### src/rtl/bounce_emulator_pkg.sv
// Shared definitions for the bounce emulator: FSM encoding, LFSR constants
// and the LFSR step function.
package bounce_emulator_pkg;

    typedef enum logic [1:0] {
        ST_IDLE   = 2'd0,
        ST_GLITCH = 2'd1,
        ST_SETTLE = 2'd2
    } state_e;

    localparam int          LFSR_W            = 16;
    localparam logic [15:0] LFSR_TAPS         = 16'hB400;
    localparam logic [15:0] LFSR_DEFAULT_SEED = 16'hACE1;

    // Galois step: shift right, fold the taps in when a one falls out.
    function automatic logic [15:0] lfsr_next(input logic [15:0] s);
        logic [15:0] shifted;
        shifted = {1'b0, s[15:1]};
        return s[0] ? (shifted ^ LFSR_TAPS) : shifted;
    endfunction

endpackage

### src/rtl/bounce_emulator_lfsr16.sv
// Free-running 16-bit Galois LFSR; reusable for other stimulus generators.
module lfsr16
    import bounce_emulator_pkg::*;
#(
    parameter logic [15:0] SEED = LFSR_DEFAULT_SEED
) (
    input  logic        i_Clk,
    input  logic        i_Rst,
    output logic [15:0] o_State
);

    logic [15:0] state_q;

    // Advance every clock outside reset.
    always_ff @(posedge i_Clk or posedge i_Rst) begin
        if (i_Rst) begin
            state_q <= SEED;
        end else begin
            state_q <= lfsr_next(state_q);
        end
    end

    assign o_State = state_q;

endmodule

### src/rtl/bounce_emulator.sv
// Mechanical-switch emulator: turns a clean target level into a burst of
// toggles followed by a stable settle period.
module bounce_emulator
    import bounce_emulator_pkg::*;
#(
    parameter int          BOUNCE_COUNT  = 4,
    parameter int          GLITCH_LEN_W  = 3,
    parameter int          RANDOM_LEN    = 1,
    parameter int          SETTLE_CYCLES = 4,
    parameter logic [15:0] LFSR_SEED     = LFSR_DEFAULT_SEED
) (
    input  logic i_Clk,
    input  logic i_Rst,
    input  logic i_Target,
    input  logic i_Enable,
    output logic o_Bouncy,
    output logic o_Busy,
    output logic o_Settled
);

    localparam int TOG_W = (BOUNCE_COUNT > 0) ? $clog2(2 * BOUNCE_COUNT + 1) : 1;
    localparam int LEN_W = GLITCH_LEN_W + 1;
    localparam int SET_W = $clog2(SETTLE_CYCLES + 1);

    localparam logic [TOG_W-1:0] TOG_INIT    = TOG_W'(2 * BOUNCE_COUNT);
    localparam logic [LEN_W-1:0] FIXED_LEN   = LEN_W'(2 ** GLITCH_LEN_W);
    localparam logic [SET_W-1:0] SETTLE_INIT = SET_W'(SETTLE_CYCLES);
    localparam bit               NO_BOUNCE   = (BOUNCE_COUNT == 0);

    state_e           state_q;
    logic             target_q;
    logic [TOG_W-1:0] toggles_q;
    logic [LEN_W-1:0] len_q;
    logic [SET_W-1:0] settle_q;
    logic             bouncy_q;
    logic             busy_q;
    logic             settled_q;
    logic [LEN_W-1:0] seg_len_d;
    logic [15:0]      lfsr_state_s;
    logic             lfsr_unused_s;

    lfsr16 #(.SEED(LFSR_SEED)) u_lfsr (
        .i_Clk   (i_Clk),
        .i_Rst   (i_Rst),
        .o_State (lfsr_state_s)
    );

    // Only the low GLITCH_LEN_W bits feed the segment length.
    assign lfsr_unused_s = ^lfsr_state_s;

    // Length of the next glitch segment, 1..2^GLITCH_LEN_W cycles.
    always_comb begin
        if (RANDOM_LEN != 0) begin
            seg_len_d = {1'b0, lfsr_state_s[GLITCH_LEN_W-1:0]} + LEN_W'(1);
        end else begin
            seg_len_d = FIXED_LEN;
        end
    end

    // Burst FSM with registered outputs.
    always_ff @(posedge i_Clk or posedge i_Rst) begin
        if (i_Rst) begin
            state_q   <= ST_IDLE;
            target_q  <= 1'b0;
            toggles_q <= '0;
            len_q     <= '0;
            settle_q  <= '0;
            bouncy_q  <= 1'b0;
            busy_q    <= 1'b0;
            settled_q <= 1'b0;
        end else begin
            settled_q <= 1'b0;
            case (state_q)
                ST_IDLE: begin
                    if (i_Target != bouncy_q) begin
                        bouncy_q <= i_Target;
                        if (!i_Enable || NO_BOUNCE) begin
                            settled_q <= 1'b1;
                        end else begin
                            target_q  <= i_Target;
                            busy_q    <= 1'b1;
                            toggles_q <= TOG_INIT;
                            len_q     <= seg_len_d;
                            state_q   <= ST_GLITCH;
                        end
                    end
                end
                ST_GLITCH: begin
                    if (len_q == LEN_W'(1)) begin
                        bouncy_q  <= ~bouncy_q;
                        toggles_q <= toggles_q - TOG_W'(1);
                        // An even toggle count leaves the contact at target_q.
                        if (toggles_q == TOG_W'(1)) begin
                            settle_q <= SETTLE_INIT;
                            state_q  <= ST_SETTLE;
                        end else begin
                            len_q <= seg_len_d;
                        end
                    end else begin
                        len_q <= len_q - LEN_W'(1);
                    end
                end
                ST_SETTLE: begin
                    bouncy_q <= target_q;
                    if (settle_q == SET_W'(1)) begin
                        settle_q  <= '0;
                        busy_q    <= 1'b0;
                        settled_q <= 1'b1;
                        state_q   <= ST_IDLE;
                    end else begin
                        settle_q <= settle_q - SET_W'(1);
                    end
                end
                default: begin
                    state_q <= ST_IDLE;
                end
            endcase
        end
    end

    assign o_Bouncy  = bouncy_q;
    assign o_Busy    = busy_q;
    assign o_Settled = settled_q;

endmodule
### config.mk
export PLATFORM = sky130hd
export DESIGN_NAME = bounce_emulator
export DESIGN_NICKNAME = d
export VERILOG_FILES = /design/src/rtl/bounce_emulator_pkg.sv /design/src/rtl/bounce_emulator_lfsr16.sv /design/src/rtl/bounce_emulator.sv
export SDC_FILE = /design/constraint.sdc
export NUM_CORES = 1
export LEC_CHECK = 0
export BUFFER_PORTS_ARGS = -buffer_cell sky130_fd_sc_hd__buf_2
export CAP_MARGIN = 30
export CELL_PAD_IN_SITES_DETAIL_PLACEMENT = 1
export CELL_PAD_IN_SITES_GLOBAL_PLACEMENT = 1
export CORE_MARGIN = 4
export CORE_UTILIZATION = 51
export CTS_BUF_LIST = sky130_fd_sc_hd__clkbuf_2
export DETAILED_ROUTE_END_ITERATION = 10
export PLACE_DENSITY_LB_ADDON = 0.1
export SETUP_SLACK_MARGIN = 0.05
export SYNTH_ARGS = -nofsm -noshare
export SYNTH_HDL_FRONTEND = slang
export SYNTH_SLANG_ARGS = --single-unit
### constraint.sdc
create_clock -name i_Clk -period 2.26 [get_ports i_Clk]
set_clock_uncertainty 0.15 [all_clocks]
set_input_delay 0.339 -clock i_Clk [delete_from_list [all_inputs] [get_ports i_Clk]]
set_output_delay 0.339 -clock i_Clk [all_outputs]
set_load 0.01 [all_outputs]
==> impl_metrics.tcl, run 1 <==
set metrics [dict create \
    pre_cts_slack_ps 73.4 \
    min_path_type "input pin to register" \
    grt_pass1_vias 1267 \
    postSynthAreaPerCell_um2 11.0 \
    async_reset_ff_frac 1.00 \
    nets 186 \
    netlist_instances 149 \
    synth_top_family_by_area "compound AO/OA/AOI/OAI gates" \
    ys_ff_latch 33 \
    area_growth_pct 15.2 \
    place_hpwl_um 2540 \
    synth-simple-area-share 0.109 \
    die_h_um 64.7 \
    post-route-drc-count 0 \
    fmax_ghz 0.466 \
    cts_buffer_depth 2 \
    grt_antenna_before_repair 0 \
    finalSetupViolCount 0 \
    final_hold_viol_count 0 \
    register_area_um2 836 \
    setup_slack_ps 114 \
    fin_crit_sh 0.950 \
    yosysMostFrequentCell "dfrtp_1" \
    multi_input_area_um2 744 \
    synth_edf_count 0 \
    crit_arrival_ps 2280 \
    drt_first_pass_iters 4 \
    drt_iter0_drc 56 \
    min_period_ps 2150 \
    num_vias 1219 \
    clock-sinks 33 \
    cts_buffers 5 \
    cp_max_fo 3 \
    synthFlopType "dfrtp_1" \
    pwr_density_cell_nw_per_um2 1380 \
    start_kind "register" \
    place.gp.congestion 0.846 \
    io_pins 7 \
    yosys.area.top_type "dfrtp_1" \
    yosysSeqAreaShare 0.510 \
    grt_pass1_wl_um 6090 \
    synth_compound_area_frac 0.171 \
    end_kind "register" \
    synth_top_area_frac 0.381 \
    wire_per_inst_um 16.9 \
    yosys_warnings 0 \
    slew_headroom 0.734 \
    fp.dieArea_um2 4190 \
    fin_util 0.619 \
    htree_levels 2 \
    crit_type "register to register" \
    netlist_top_cells_count "25 x dfrtp_1, 20 x inv_1, 13 x ha_1, 8 x dfstp_2, 8 x o21ai_0" \
    yosys.cell_types.count 42 \
    synth_fp_nets 166 \
    io_buffers 6 \
    grt_overflow_total 0 \
    ant_nets 0 \
    clk_pin_slew_ps 180 \
    synthMuxAreaShare 0.0259 \
    drive_above_1_share 0.253 \
    core_um2 3050 \
    nFillCells 332 \
    n_antenna_cell 0 \
    synthesis.area_um2 1640 \
    synthTopCellsByArea "dfrtp_1 38%, dfstp_2 13%, ha_1 9.9%, inv_1 4.6%, o21ai_0 2.4%" \
    cp_data_required_time_ps 2390 \
    synth-xor-area-share 0.0320 \
    ir_worst_vdd_uv 751 \
    synthAdderAreaFrac 0.0992 \
    floorplan.initialDensity 0.537 \
    die_width_um 64.7 \
    cap_violations 0 \
    clock_latency_ps 380 \
    cts_root_buffer "clkbuf_2" \
    finalWirelength_um 3630 \
    grt_max_degree 34 \
    grt_setup_unrepaired "yes" \
    via_per_inst 5.70 \
    tightestPinTransition_ps 398 \
    status "completed" \
    rows 20 \
    maxSlewViolCount 0 \
    power_leakage_nw 0.888 \
    tritoncts "done" \
    grt_use_total 0.198 \
]
[flip-flops by register name, indices dropped and copies added (netlist names)]
register	flops
len_q	4
o_Bouncy	1
o_Busy	1
o_Settled	1
settle_q	3
state_q	2
target_q	1
toggles_q	4
u_lfsr.o_State	16
[report_power, final]
group,total [W],internal [W],switching [W]
Combinational,0.00136,0.000592,0.000764
Clock,0.000398,0.000189,0.000209
Sequential,0.000857,0.000713,0.000144
[per-layer routing]
metal  wire length [µm]  global-route usage
met5                  0                   0
met2               1890               0.328
met3                 99              0.0589
met1               1530               0.232
met4                102              0.0950
[final timing paths]
kind	startpoint	endpoint	slack, ps	cells past startpoint
setup / recovery	len_q[1]	state_q[0]	110	6
hold / removal	i_Enable	o_Settled	90	2
setup reg to reg	len_q[1]	state_q[0]	110	6
hold reg to reg	u_lfsr.o_State[9]	u_lfsr.o_State[8]	220	0
max in group asynchronous	i_Rst	u_lfsr.o_State[10]	1200	4
min in group asynchronous	i_Rst	u_lfsr.o_State[8]	430	4
[kinds of logic after synthesis]
family / after synthesis
AOI/OAI and AO/OA: 37
and+or+nand+nor: 33
DFF: 33
buffers and inverters: 23
adders and majority gates: 13
xor gates and xnor gates: 6
muxes: 4
[cell usage in the layout (no fill, tap or decap), types with 3 or more instances in the layout]
cell type / synthesis / layout
xor2_1: 4 / 4
inv_1: 20 / 19
clkbuf_2: 0 / 5
nor2_1: 7 / 7
o21ai_0: 8 / 7
a21o_1: 3 / 3
nand2_1: 7 / 7
dfrtp_1: 25 / 25
buf_2: 1 / 6
nand3_1: 5 / 5
buf_4: 0 / 9
dfstp_2: 8 / 8
nand2b_1: 3 / 3
a21oi_1: 4 / 4
a31oi_1: 4 / 4
ha_1: 13 / 11
[area by class of cell]
type / count / share of cell area
well taps: 44 / 0.0291
repair buffers: 16 / 0.0570
clock inverters: 3 / 0.0245
inverters: 20 / 0.0397
multi-input cells: 93 / 0.394
clock buffers: 5 / 0.0132
flip-flops and latches: 33 / 0.442
[per-stage QoR]
step	power (W)	cell area [µm²]	instances	hold slack, ps	TNS (ps)
2_1_floorplan	0.00172	1640	149	181	0
3_3_place_gp	0.00198	1740	200	188	0
3_5_place_dp	0.00207	1740	200	186	0
4_1_cts	0.00248	1820	209	63.0	0
5_1_grt	0.00283	1890	214	56.8	-18.8
6_report	0.00261	1890	214	94.0	0
[worst max-delay path: stages, from the launching register on]
cell and delay, ps:
dfrtp_1 430, inv_2 70, ha_1 120, or3b_4 400, o41ai_4 410, nand3_2 150, mux2_1 320
[what timing repair did]
item | in CTS | in global routing
hold endpoints to repair | 25 | 0
hold buffers | 1 | 0
resized for setup | 0 | 8
buffers inserted | 0 | 5
setup endpoints to repair | 0 | 12
No activity file was read; power rests on OpenSTA's default activity.
==> run 2: changes to the inputs <==
--- a/config.mk
+++ b/config.mk
@@ -17,2 +17,4 @@
 export SETUP_SLACK_MARGIN = 0.05
+export SKIP_LAST_GASP = 1
+export SLEW_MARGIN = 20
 export SYNTH_ARGS = -nofsm -noshare
--- a/constraint.sdc
+++ b/constraint.sdc
@@ -4,2 +4,2 @@
 set_output_delay 0.339 -clock i_Clk [all_outputs]
-set_load 0.01 [all_outputs]
+set_load 0.1 [all_outputs]
==> impl_metrics.tcl, run 2 (synthesized netlist as in run 1, its figures left out) <==
set metrics [dict create \
    status "completed" \
    finalWirelength_um 3430 \
    grt_antenna_before_repair 0 \
    htree_levels 2 \
    timing.reg2reg.setup_slack_ps 40 \
    cp_max_fo 5 \
    ant_nets 0 \
    grt_pass1_vias 1276 \
    worstReg2RegStart "len_q[1]" \
    finalSetupViolCount 0 \
    end_kind "register" \
    via_per_inst 5.54 \
    cts_buffers 5 \
    pwr_density_cell_nw_per_um2 1390 \
    area_growth_pct 13.6 \
    r2r_end "state_q[0]" \
    post-route-drc-count 0 \
    cap_violations 0 \
    num_vias 1181 \
    die_width_um 64.7 \
    clock_latency_ps 370 \
    grt_overflow_total 0 \
    wire_per_inst_um 16.1 \
    cp_data_required_time_ps 2380 \
    core_um2 3050 \
    rows 20 \
    place.gp.congestion 0.825 \
    final_cells 213 \
    io_buffers 6 \
    worst-r2r-cell-count 6 \
    fin_util 0.610 \
    cts_root_buffer "clkbuf_2" \
    crit_type "register to register" \
    multi_input_area_um2 752 \
    n_antenna_cell 0 \
    io_pins 7 \
    start_kind "register" \
    crit_chain "inv_2 -> ha_4 -> or3b_4 -> o41ai_4 -> nand3_2 -> mux2_4" \
    min_path_type "input pin to register" \
    clk_pin_slew_ps 180 \
    tritoncts "done" \
    power_leakage_nw 0.878 \
    drive_above_1_share 0.260 \
    nets 185 \
    slew_headroom 0.648 \
    fmax_ghz 0.451 \
    layout_commonest_cell "dfrtp_1" \
    grt_pass1_wl_um 5970 \
    crit_arrival_ps 2340 \
    maxSlewViolCount 0 \
    critPathMaxStageDelay_ps 440 \
    dp_cells 202 \
    tightestPinTransition_ps 526 \
    die_h_um 64.7 \
    drt_first_pass_iters 4 \
    grt_setup_unrepaired "yes" \
    endpoint "state_q[0]" \
    fin_hold_ws_ps 84.1 \
    place_hpwl_um 2510 \
    drt_iter0_drc 56 \
    slowest_stage "o41ai_4" \
    clock-sinks 33 \
    final_cell_mix "23 x dfrtp_1, 19 x inv_1, 11 x ha_1" \
    largest_register_ffs 16 \
    cts_buffer_depth 2 \
    fin_crit_sh 0.982 \
    crit_start "len_q[1]" \
    register_area_um2 838 \
    fp.dieArea_um2 4190 \
    nFillCells 351 \
    grt_use_total 0.190 \
    final_hold_viol_count 0 \
    grt_max_degree 34 \
    ir_worst_vdd_uv 604 \
    floorplan.initialDensity 0.537 \
    min_period_ps 2220 \
]
run 2: cell count changes in the layout (fill, tap and decap cells not counted), sizes merged:
cell and delta:
clkinv +1, buf -1, bufinv -1
run 2: per-layer routing:
metal	GRT usage	wire [µm]	vias to the layer above
li1	-	-	556
met2	0.314	1720	10
met3	0.0520	69	5
met5	0	0	-
met4	0.0660	45	0
met1	0.240	1600	610
run 2: critical path: cells and delay by family, from the launching register on:
family                     cells  cell delay, ps
and+or+nand+nor                2             580
AOI/OAI and AO/OA              1             440
DFF                            1             430
muxes                          1             320
adders and majority gates      1             120
buffers and inverters          1              90
run 2: power breakdown:
group	total (W)	switching [W]	internal, W
clock	0.000275	0.000203	0.0000722
sequential	0.000866	0.000150	0.000716
combinational	0.00145	0.000853	0.000594
total	0.00259	0.00121	0.00138
run 2: cell type report:
cell class | instances | share of cell area
timing repair buffer | 15 | 0.0537
tap | 44 | 0.0295
clock buffer | 5 | 0.0134
inverter | 20 | 0.0403
sequential | 33 | 0.450
clock inverter | 3 | 0.00940
multi-input combinational | 93 | 0.404
run 2: through the flow:
step | power (W) | setup TNS [ps] | setup slack (ps) | cell area [µm²]
after CTS | 0.00248 | 0 | 51.5 | 1810
after global routing | 0.00282 | -61.7 | -34.9 | 1860
after global placement | 0.00212 | 0 | 185 | 1760
final | 0.00259 | 0 | 40.9 | 1860
after floorplan | 0.00183 | 0 | 272 | 1640
after detailed placement | 0.00219 | 0 | 73.1 | 1760
run 2: how the worst min path moves through the flow:
stage,cells past startpoint,slack (ps),startpoint,endpoint
finish,2,80,i_Enable,o_Settled
global route,2,70,i_Enable,o_Settled
CTS,2,80,i_Enable,o_Settled
detailed placement,0,190,u_lfsr.o_State[3],u_lfsr.o_State[2]
global placement,0,180,u_lfsr.o_State[4],u_lfsr.o_State[3]
floorplan,0,180,u_lfsr.o_State[3],u_lfsr.o_State[2]
run 2: timing repair:
action	in CTS	in global routing
hold endpoints to repair	25	0
endpoints found under the setup margin	0	7
resized for setup	0	10
hold buffers	1	0
setup buffers	0	2
==> run 3: changes to the inputs <==
Settings changed: CELL_PAD_IN_SITES_DETAIL_PLACEMENT 1 to 0, CELL_PAD_IN_SITES_GLOBAL_PLACEMENT 1 to 2, CORE_UTILIZATION 51 to 42.
==> impl_metrics.tcl, run 3 (synthesized netlist as in run 1, its figures left out) <==
set metrics [dict create \
    status "completed" \
    worst-r2r-cell-count 6 \
    fmax_ghz 0.464 \
    slowest_stage "o41ai_4" \
    wire_per_inst_um 14.0 \
    min_path_type "input pin to register" \
    multi_input_area_um2 748 \
    met1_usage 0.191 \
    fp.dieArea_um2 4970 \
    cts_root_buffer "clkbuf_2" \
    io_buffers 6 \
    placed_cell_area_um2 1780 \
    tritoncts "done" \
    slew_headroom 0.679 \
    register_area_um2 838 \
    clk_pin_slew_ps 170 \
    gr-max-usage-layer "met2" \
    grt_pass1_wl_um 5640 \
    io_pins 7 \
    layout_commonest_cell "dfrtp_1" \
    grt_setup_unrepaired "yes" \
    drt_iter0_drc 42 \
    drive_above_1_share 0.276 \
    fin_crit_sh 0.953 \
    drt_first_pass_iters 4 \
    clock-sinks 33 \
    cap_violations 0 \
    finalWirelength_um 3100 \
    min_period_ps 2150 \
    fin_area_um2 1900 \
    cts_buffers 5 \
    area_growth_pct 15.8 \
    htree_levels 2 \
    finalPower_w 0.00259 \
    grt_antenna_before_repair 0 \
    finalSetupViolCount 0 \
    grt_pass1_vias 1212 \
    critPathMaxStageDelay_ps 440 \
    met2_usage 0.221 \
    hold_depth 2 \
    maxSlewViolCount 0 \
    ant_nets 0 \
    fin_util 0.511 \
    nFillCells 354 \
    start_kind "register" \
    floorplan.initialDensity 0.441 \
    power_leakage_nw 0.901 \
    tightestPinTransition_ps 484 \
    grt_overflow_total 0 \
    cp_max_fo 4 \
    grt_max_degree 34 \
    pwr_density_cell_nw_per_um2 1370 \
    post-route-drc-count 0 \
    largest_register_ffs 16 \
    num_vias 1168 \
    place_hpwl_um 2260 \
    crit_chain "inv_2 -> ha_4 -> or3b_4 -> o41ai_4 -> nand3_2 -> mux2_4" \
    cts_buffer_depth 2 \
    final_hold_viol_count 0 \
    ir_worst_vdd_uv 600 \
    crit_type "register to register" \
    end_kind "register" \
    clock_latency_ps 360 \
    crit_arrival_ps 2280 \
    grtUsageMet3 0.0475 \
    cp_data_required_time_ps 2380 \
    via_per_inst 5.26 \
    tns_ps 0 \
    place.gp.congestion 0.794 \
    core_um2 3720 \
    nets 190 \
    die_width_um 70.5 \
    n_antenna_cell 0 \
    grt_use_total 0.144 \
    rows 22 \
    die_h_um 70.5 \
    final_cell_mix "23 x dfrtp_1, 19 x inv_1, 13 x buf_4" \
]
-- run 3: cell types whose count changed in the layout (fill, tap and decap cells not counted), sizes merged --
| cell | previous run | this run |
|---|---|---|
| buf | 14 | 19 |
| clkbuf | 5 | 6 |
| clkinvlp | 1 | 0 |
-- run 3: repair_timing --
action                                  in CTS  in global routing
hold buffers                                 1                  0
endpoints found under the setup margin       0                  6
resized for setup                            0                  8
hold endpoints to repair                    25                  0
buffers inserted                             0                  5
-- run 3: layout make-up --
cell class                 count  share of cell area
clock inverter                 2             0.00527
tap                           48              0.0316
timing repair buffer          20              0.0725
sequential                    33               0.441
clock buffer                   6              0.0158
multi-input combinational     93               0.394
inverter                      20              0.0395
-- run 3: final timing paths --
| check | start | slack, ps | to |
|---|---|---|---|
| worst min-delay path | i_Enable | 80 | o_Settled |
| worst min register to register | u_lfsr.o_State[7] | 220 | u_lfsr.o_State[6] |
| worst max register to register | len_q[1] | 110 | state_q[1] |
| max in group asynchronous | i_Rst | 1200 | u_lfsr.o_State[5] |
| worst max-delay path | len_q[1] | 110 | state_q[1] |
| min in group asynchronous | i_Rst | 420 | settle_q[1] |
-- run 3: power by group --
| group | internal, W | switching [W] | total (W) |
|---|---|---|---|
| combinational | 0.000641 | 0.000825 | 0.00147 |
| sequential | 0.000717 | 0.000139 | 0.000855 |
| clock | 0.0000779 | 0.000194 | 0.000272 |
-- run 3: per-layer routing --
metal  wire (µm)  share of wire  up-vias
met1        1520           0.49      574
met3          74          0.024        6
met5           0              0        -
met4          28         0.0090        0
li1            -              -      576
met2        1480           0.48       12
-- run 3: critical path: cells and delay by family, from the launching register on --
kind	cells	cell delay, ps
AO/OA/AOI/OAI	1	440
adder cells (fa/ha/maj)	1	120
buffers and inverters	1	90
flip-flops	1	420
multiplexers	1	310
AND/OR/NAND/NOR	2	550
-- run 3: stage by stage --
step	hold slack, ps	cells	worst slack (ps)
final	80.8	222	106
after global placement	198	208	192
after global routing	74.7	222	15.3
after detailed placement	190	208	97.6
after CTS	60.8	217	84.6
after floorplan	181	149	272
